<file path="config.mk">
export PLATFORM = sky130hd
export DESIGN_NAME = seg_scan_ctrl
export DESIGN_NICKNAME = d
export VERILOG_FILES = /design/src/rtl/seg_scan_ctrl.sv
export SDC_FILE = /design/constraint.sdc
export NUM_CORES = 1
export LEC_CHECK = 0
export ABC_CLOCK_PERIOD_IN_PS = 4000
export CORE_MARGIN = 8
export CORE_UTILIZATION = 40
export CTS_CLUSTER_SIZE = 14
export DETAILED_ROUTE_END_ITERATION = 8
export DONT_BUFFER_PORTS = 1
export MAX_ROUTING_LAYER = met4
export PLACE_DENSITY_LB_ADDON = 0.25
export SLEW_MARGIN = 5
export SYNTH_ARGS = -nofsm -noshare
export SYNTH_HDL_FRONTEND = slang
export SYNTH_SLANG_ARGS = --single-unit
</file>
<file path="constraint.sdc">
create_clock -name clk -period 4 [get_ports clk]
set_clock_uncertainty 0.05 [all_clocks]
set_input_delay 0.4 -clock clk [delete_from_list [all_inputs] [get_ports clk]]
set_output_delay 0.4 -clock clk [all_outputs]
set_load 0.01 [all_outputs]
</file>
<file path="src/rtl/seg_scan_ctrl.sv">
// Scan controller for a time-multiplexed multi-digit 7-segment display.
// Holds a double-buffered frame and steps one shared decoder across all digits.
module seg_scan_ctrl #(
  parameter int NUM_DIGITS = 4,
  parameter int SCAN_DIV   = 50000,
  parameter int DEAD       = 2
) (
  input  logic                    clk,
  input  logic                    rst,
  input  logic                    ld_valid,
  output logic                    ld_ready,
  input  logic [5*NUM_DIGITS-1:0] ld_frame,
  input  logic                    blank,
  output logic [3:0]              bcd,
  output logic                    c_flag,
  output logic [NUM_DIGITS-1:0]   digit_an,
  output logic                    frame_tick
);

  localparam int CW = $clog2(SCAN_DIV);
  localparam int IW = $clog2(NUM_DIGITS);

  localparam logic [CW-1:0] CNT_MAX = CW'(SCAN_DIV - 1);
  localparam logic [IW-1:0] IDX_MAX = IW'(NUM_DIGITS - 1);

  // Code 0 with c_flag set is the decoder's blank glyph.
  localparam logic [NUM_DIGITS-1:0][4:0] BLANK_FRAME = {NUM_DIGITS{5'b1_0000}};

  logic [CW-1:0]                cnt;
  logic [IW-1:0]                idx;
  logic [NUM_DIGITS-1:0][4:0]   disp;
  logic [NUM_DIGITS-1:0][4:0]   shadow;
  logic                         pending;

  logic wrap;
  logic xfer;
  logic commit;
  logic pending_nxt;
  logic in_dead;

  assign wrap   = (cnt == CNT_MAX) && (idx == IDX_MAX);
  assign xfer   = ld_valid && ld_ready;
  // ld_ready is low whenever pending is set, so xfer and commit are exclusive.
  assign commit = wrap && pending;

  always_comb begin
    // NOTE: assign a default first in every always_comb so no path leaves the
    // variable unassigned, which would infer a latch.
    pending_nxt = pending;
    if (xfer) begin
      pending_nxt = 1'b1;
    end else if (commit) begin
      pending_nxt = 1'b0;
    end
  end

  if (DEAD == 0) begin : g_no_dead
    assign in_dead = 1'b0;
  end else begin : g_dead
    assign in_dead = (cnt < CW'(DEAD));
  end

  // NOTE: sequential state uses non-blocking assignments only, so every
  // register samples the pre-edge values regardless of statement order.
  always_ff @(posedge clk) begin
    if (rst) begin
      cnt        <= '0;
      idx        <= '0;
      pending    <= 1'b0;
      ld_ready   <= 1'b1;
      // NOTE: both frame buffers are reset on purpose: the display must show
      // blank glyphs right after reset, and a stale shadow must never commit.
      disp       <= BLANK_FRAME;
      shadow     <= BLANK_FRAME;
      bcd        <= 4'd0;
      c_flag     <= 1'b1;
      digit_an   <= '1;
      frame_tick <= 1'b0;
    end else begin
      if (cnt == CNT_MAX) begin
        cnt <= '0;
        idx <= (idx == IDX_MAX) ? '0 : idx + 1'b1;
      end else begin
        cnt <= cnt + 1'b1;
      end

      if (xfer) begin
        shadow <= ld_frame;
      end
      if (commit) begin
        disp <= shadow;
      end
      pending  <= pending_nxt;
      ld_ready <= !pending_nxt;

      // Outputs are one cycle behind the scan state they describe.
      frame_tick      <= wrap;
      {c_flag, bcd}   <= disp[idx];
      digit_an        <= (blank || in_dead) ? '1 : ~(NUM_DIGITS'(1) << idx);
    end
  end

endmodule

</file>
==> reports/metrics.yaml, run 1 <==
p_leak_nw: 1.04
yosysTopAreaCellShare_pct: 49.8
hold_buffers: 0
drv_slew: 0
yosys_register_bits: 70
synth-edff-count: 0
start_util_pct: 41.4
tns_ns: 0
grt_pass1_vias: 1879
cts_tree: "yes"
vias: 1923
dp_cells: 387
routed_via_density: 4.77
hold_violations: 0
yosysTopAreaCell: "dfxtp_1"
nets: 331
ys_warn_count: 0
power.density_mw_per_mm2: 454
clk_pin_slew_ns: 0.07
critical_path.startpoint_type: "register"
ctsLongestPathBuffers: 2
fmaxAchievable_mhz: 449
place_congestion: 0.782
rows: 30
yosysMostFrequentCell: "nand2_1"
clock_latency_ns: 0.33
grt_max_degree: 43
portBuffers: 0
syn_avg_cell_area_um2: 9.14
setup_viol: 0
slew_headroom_pct: 23.5
cp-end-kind: "register"
rsz0062_at_grt: "no"
antenna_found_initial: 0
dp_hpwl_um: 3600
firstDrtPassIters: 4
cts_resized: 0
drt_iter0_markers: 82
grt_overflow_total: 0
final_layout_size_suffix_gt1_share_pct: 9.12
die-area_mm2: 0.00998
antennaDiodeCount: 0
drt_wl_total_um: 5320
cp_max_fo: 20
drv_cap: 0
layout.cells.non_filler: 403
required_ns: 4.20
clock-sinks: 70
postCtsSetupBuffers: 0
async_flop_share_pct: 0
tightestPinTransition_ns: 1.15
antenna_left: 0
critPathArrivalTime_ns: 2.43
fin_crit_sh_pct: 55.7
period_minus_slack_ns: 2.23
status: "complete, no violations"
netlist_area_mm2: 0.00281
grt_usage_pct: 11.6
syn-num-nets: 337
chipWidth_um: 99.9
peakVddDrop_mv: 0.150
core_area_mm2: 0.00679
cts_max_level: 3
drc: 0
synth-main-ff-cell: "dfxtp_1"
fin_util_pct: 44.9
fillers: 666
boundaryPins: 35
numCtsBuffers: 9
die_y_um: 99.9
ys_top_cells_by_area: "dfxtp_1 50%, nand2_1 11%, mux2i_1 7.8%, mux4_2 4.0%, nor2_1 4.0%"
yosys-top-cells-count: "82 x nand2_1, 70 x dfxtp_1, 30 x nor2_1"
wl_per_cell_um: 13.2
yosys.cell_types.count: 31
netlist_instances: 308
hold_class: "input port to register"
grt_pass1_wl_um: 8910
ys_seq_area_share_pct: 49.8
crit_type: "register to register"
areaGrowthSynthToFinish_pct: 8.31
clockRootBuffer: "clkbuf_8"
## cells by family (layout without fill, tap and decap cells)
group                    count (synthesis)  count (layout)  synth area share, %
XOR/XNOR                                13              13                 4.05
flip-flops                              70              70                 49.8
buffers and inverters                   24              23                 4.80
adder cells (fa/ha/maj)                  5               5                 2.22
multiplexers                            27              27                 11.8
AO/OA/AOI/OAI                           21              21                 4.14
AND/OR/NAND/NOR                        148             148                 23.2
## path summary, 6_finish.rpt
kind	start	endpoint	slack, ns	cells past startpoint
worst max-delay path	cnt[12]	disp[10]	1.77	5
worst min-delay path	rst	cnt[2]	0.08	1
worst max register to register	cnt[12]	disp[10]	1.77	5
worst min register to register	shadow[6]	shadow[6]	0.40	2
## sequential cells by signal (all words and copies together), names as in the netlist
register	flops
frame_tick	1
digit_an	4
shadow	20
c_flag	1
disp	20
cnt	16
idx	2
pending	1
ld_ready	1
bcd	4
## worst max-delay path, stage by stage, from the launching register on
cell and delay (ns):
dfxtp_1 0.37, or4_4 0.55, nor4_4 0.41, and3_1 0.21, buf_4 0.32, mux2i_1 0.24
## per-layer routing
metal / global-route usage, % / wire [um]
met5: - / 0
met4: 6.98 / 108
met3: 4.98 / 498
met2: 16.1 / 2100
met1: 13.5 / 2620
## through the flow
step	cell area, um2	worst slack, ns	hold WS, ns	power (mW)
floorplan	2810	2.03	0.368	0.791
global placement	2830	1.87	0.383	0.798
detailed placement	2830	1.82	0.392	0.798
CTS	3050	1.79	0.0614	1.40
global route	3050	1.67	0.0580	1.44
finish	3050	1.77	0.0825	1.38
## placed cells by master, fill, tap and decap left out, drive strengths merged, types with 4 or more instances in the layout
cell / n
a21oi: 17
inv: 6
and2: 5
mux4: 5
mux2i: 22
nand2: 82
dfxtp: 70
nand3: 8
nor3: 4
ha: 5
clkbuf: 13
nor4: 6
xnor2: 11
nor2: 30
nand4: 5
## where the power goes
part           internal [mW]  switching (mW)  leakage (nW)
registers              0.717          0.0128         0.569
clock network          0.354           0.247         0.115
logic                 0.0175          0.0348         0.358
## area by class of cell
class	count	area, um2	share of cell area, %
multi-input cells	214	1280	41.9
well taps	96	120	3.94
repair buffers	1	7.51	0.246
clock buffers	13	179	5.87
flip-flops and latches	70	1400	46.0
clock inverters	3	40.0	1.31
inverters	6	22.5	0.739
Note: power is estimated with default switching activity, not from simulation.
==> run 2, diff against run 1 <==
Settings changed: ABC_CLOCK_PERIOD_IN_PS 4000 to 1800.
Clock period 4 ns to 1.8 ns, I/O delays scaled along.
==> run 2 against run 1 <==
  * Setup slack worse by 1.7 ns
  * Via count is 9.3% higher
  * Critical path depth stayed put
  * Global-route usage is 1.5 points higher
  * Wire length is 11% higher
  * Sequential power is 120% higher
  * Flip-flop and latch count stayed put
  * Power is 140% higher
  * First-iteration DRC count is 39% higher
  * Cell count is 11% higher
  * Largest cell class unchanged
  * Largest power group unchanged
==> reports/metrics.yaml, run 2 (synthesized netlist as in run 1, its figures left out) <==
status: "complete, no violations"
worstReg2RegEnd: "disp[4]"
rows: 30  # unchanged
clockRootBuffer: "clkbuf_8"
final_common_cell: "nand2_1"
firstDrtPassIters: 4  # unchanged
drt_iter0_markers: 114  # +39%
fillers: 675  # +1.4%
portBuffers: 0  # unchanged
finalWorstSetupSlack_ns: 0.0256  # -1.75 ns
core_area_mm2: 0.00679  # unchanged
slew_headroom_pct: 47.2  # +24 points
period_minus_slack_ns: 1.77  # -0.454 ns
hold_depth: 2  # +1
grt_pass1_vias: 2094  # +11%
setup_viol: 0  # unchanged
reg2reg_depth: 5  # unchanged
peakVddDrop_mv: 0.616  # +310%
layout.cells.non_filler: 446  # +11%
hold_class: "input port to register"
grt_overflow_total: 0  # unchanged
critPathArrivalTime_ns: 1.99  # -0.44 ns
clk_pin_slew_ns: 0.08  # about the same
cp-end-kind: "register"
tns_ns: 0  # unchanged
areaGrowthSynthToFinish_pct: 24.6
r2r_start: "cnt[10]"
drc: 0  # unchanged
wl_per_cell_um: 13.2  # +0.16%
drv_cap: 0  # unchanged
cts_max_level: 3  # unchanged
antenna_found_initial: 0  # unchanged
rsz0062_at_grt: "yes"
routed_via_density: 4.71  # -1.3%
grt_pass1_wl_um: 10100  # +14%
boundaryPins: 35  # unchanged
dp_hpwl_um: 3980  # +11%
pre_cts_ws_ns: 0.000876  # -1.82 ns
antennaDiodeCount: 0  # unchanged
hold_ws_ns: 0.0855  # +0.00291 ns
final_cell_mix: "82 x nand2_1, 67 x dfxtp_1, 30 x nor2_1"
grt_usage_pct: 13.0  # +1.5 points
cp_max_fo: 10  # -50%
place_area_mm2: 0.00300  # +6.0%
dp_cells: 407  # +5.2%
numCtsBuffers: 9  # unchanged
fin_crit_sh_pct: 98.6  # +43 points
grt_max_degree: 23  # -47%
critical_path.startpoint_type: "register"
fmaxAchievable_mhz: 564  # +26%
postCtsSetupBuffers: 0  # unchanged
die_y_um: 99.9  # unchanged
required_ns: 2.02  # -2.18 ns
hold_end: "cnt[1]"
ctsLongestPathBuffers: 2  # unchanged
cts_tree: "yes"
nets: 374  # +13%
fin_util_pct: 51.6  # +6.8 points
fin_area_mm2: 0.00351  # +15%
start_util_pct: 41.4  # unchanged
final_layout_size_suffix_gt1_share_pct: 15.1  # +6.0 points
tightestPinTransition_ns: 0.792  # -0.355 ns
drv_slew: 0  # unchanged
min_from: "rst"
vias: 2101  # +9.3%
reg_top3: "disp x20, shadow x20, cnt x16"
power.density_mw_per_mm2: 953  # +110%
clock-sinks: 70  # unchanged
clock_latency_ns: 0.34  # about the same
power_mw: 3.34  # +140%
chipWidth_um: 99.9  # unchanged
place_congestion: 0.795  # +1.7%
die-area_mm2: 0.00998  # unchanged
r2r_setup_slack_ns: 0.03  # -1.75 ns
crit_type: "register to register"
drt_wl_total_um: 5900  # +11%
hold_violations: 0  # unchanged
p_leak_nw: 1.28  # +23%
antenna_left: 0  # unchanged
## run 2: cell count changes in the layout (fill, tap and decap cells not counted), moves of 2 or more
cell / delta
buf_4: +18
dfxtp_1: -3
dfxtp_2: +3
clkinv_2: -2
dlygate4sd3_1: +21
clkbuf_8: -3
bufinv_16: +2
## run 2: how the worst max path moves through the flow
stage	from	endpoint	slack [ns]	cells after the start
after floorplan	cnt[10]	disp[0]	-0.03	6
after global placement	cnt[10]	disp[4]	0.07	5
after detailed placement	cnt[10]	disp[4]	0.0009	5
after CTS	cnt[10]	disp[4]	-0.009	5
after global routing	cnt[10]	disp[6]	-0.05	5
final	cnt[10]	disp[4]	0.03	5
## run 2: worst max-delay path, stage by stage (launching register included)
cell and delay [ns]:
dfxtp_2 0.32, or4_4 0.55, nor4_4 0.16, and3_4 0.26, buf_12 0.15, mux2i_1 0.21
## run 2: layer usage
| metal | vias to the layer above | routed length (um) | global-route usage, % |
|---|---|---|---|
| li1 | 1091 | - | - |
| met1 | 967 | 2770 | 15.5 |
| met2 | 34 | 2640 | 18.9 |
| met3 | 9 | 401 | 5.88 |
| met4 | 0 | 82 | 4.77 |
| met5 | - | 0 | - |
## run 2: where the power goes
| part | internal [mW] | switching [mW] |
|---|---|---|
| Combinational | 0.0848 | 0.0968 |
| Sequential | 1.59 | 0.0284 |
| Clock | 0.961 | 0.578 |
| Total | 2.64 | 0.703 |
## run 2: timing repair
item | in CTS | in global routing
setup endpoints to repair | 2 | 37
gates resized for setup | 1 | 4
endpoints found under the hold margin | 34 | 0
hold buffers | 22 | 0
cloned | 0 | 1
pin swaps | 1 | 0
## run 2: final cells by class
class / count / area [um2] / share of cell area (%)
Multi-Input combinational cell: 214 / 1290 / 36.8
Inverter: 6 / 22.5 / 0.642
Timing Repair Buffer: 44 / 422 / 12.0
Tap cell: 96 / 120 / 3.42
Clock inverter: 5 / 106 / 3.03
Clock buffer: 11 / 141 / 4.03
Sequential cell: 70 / 1410 / 40.1
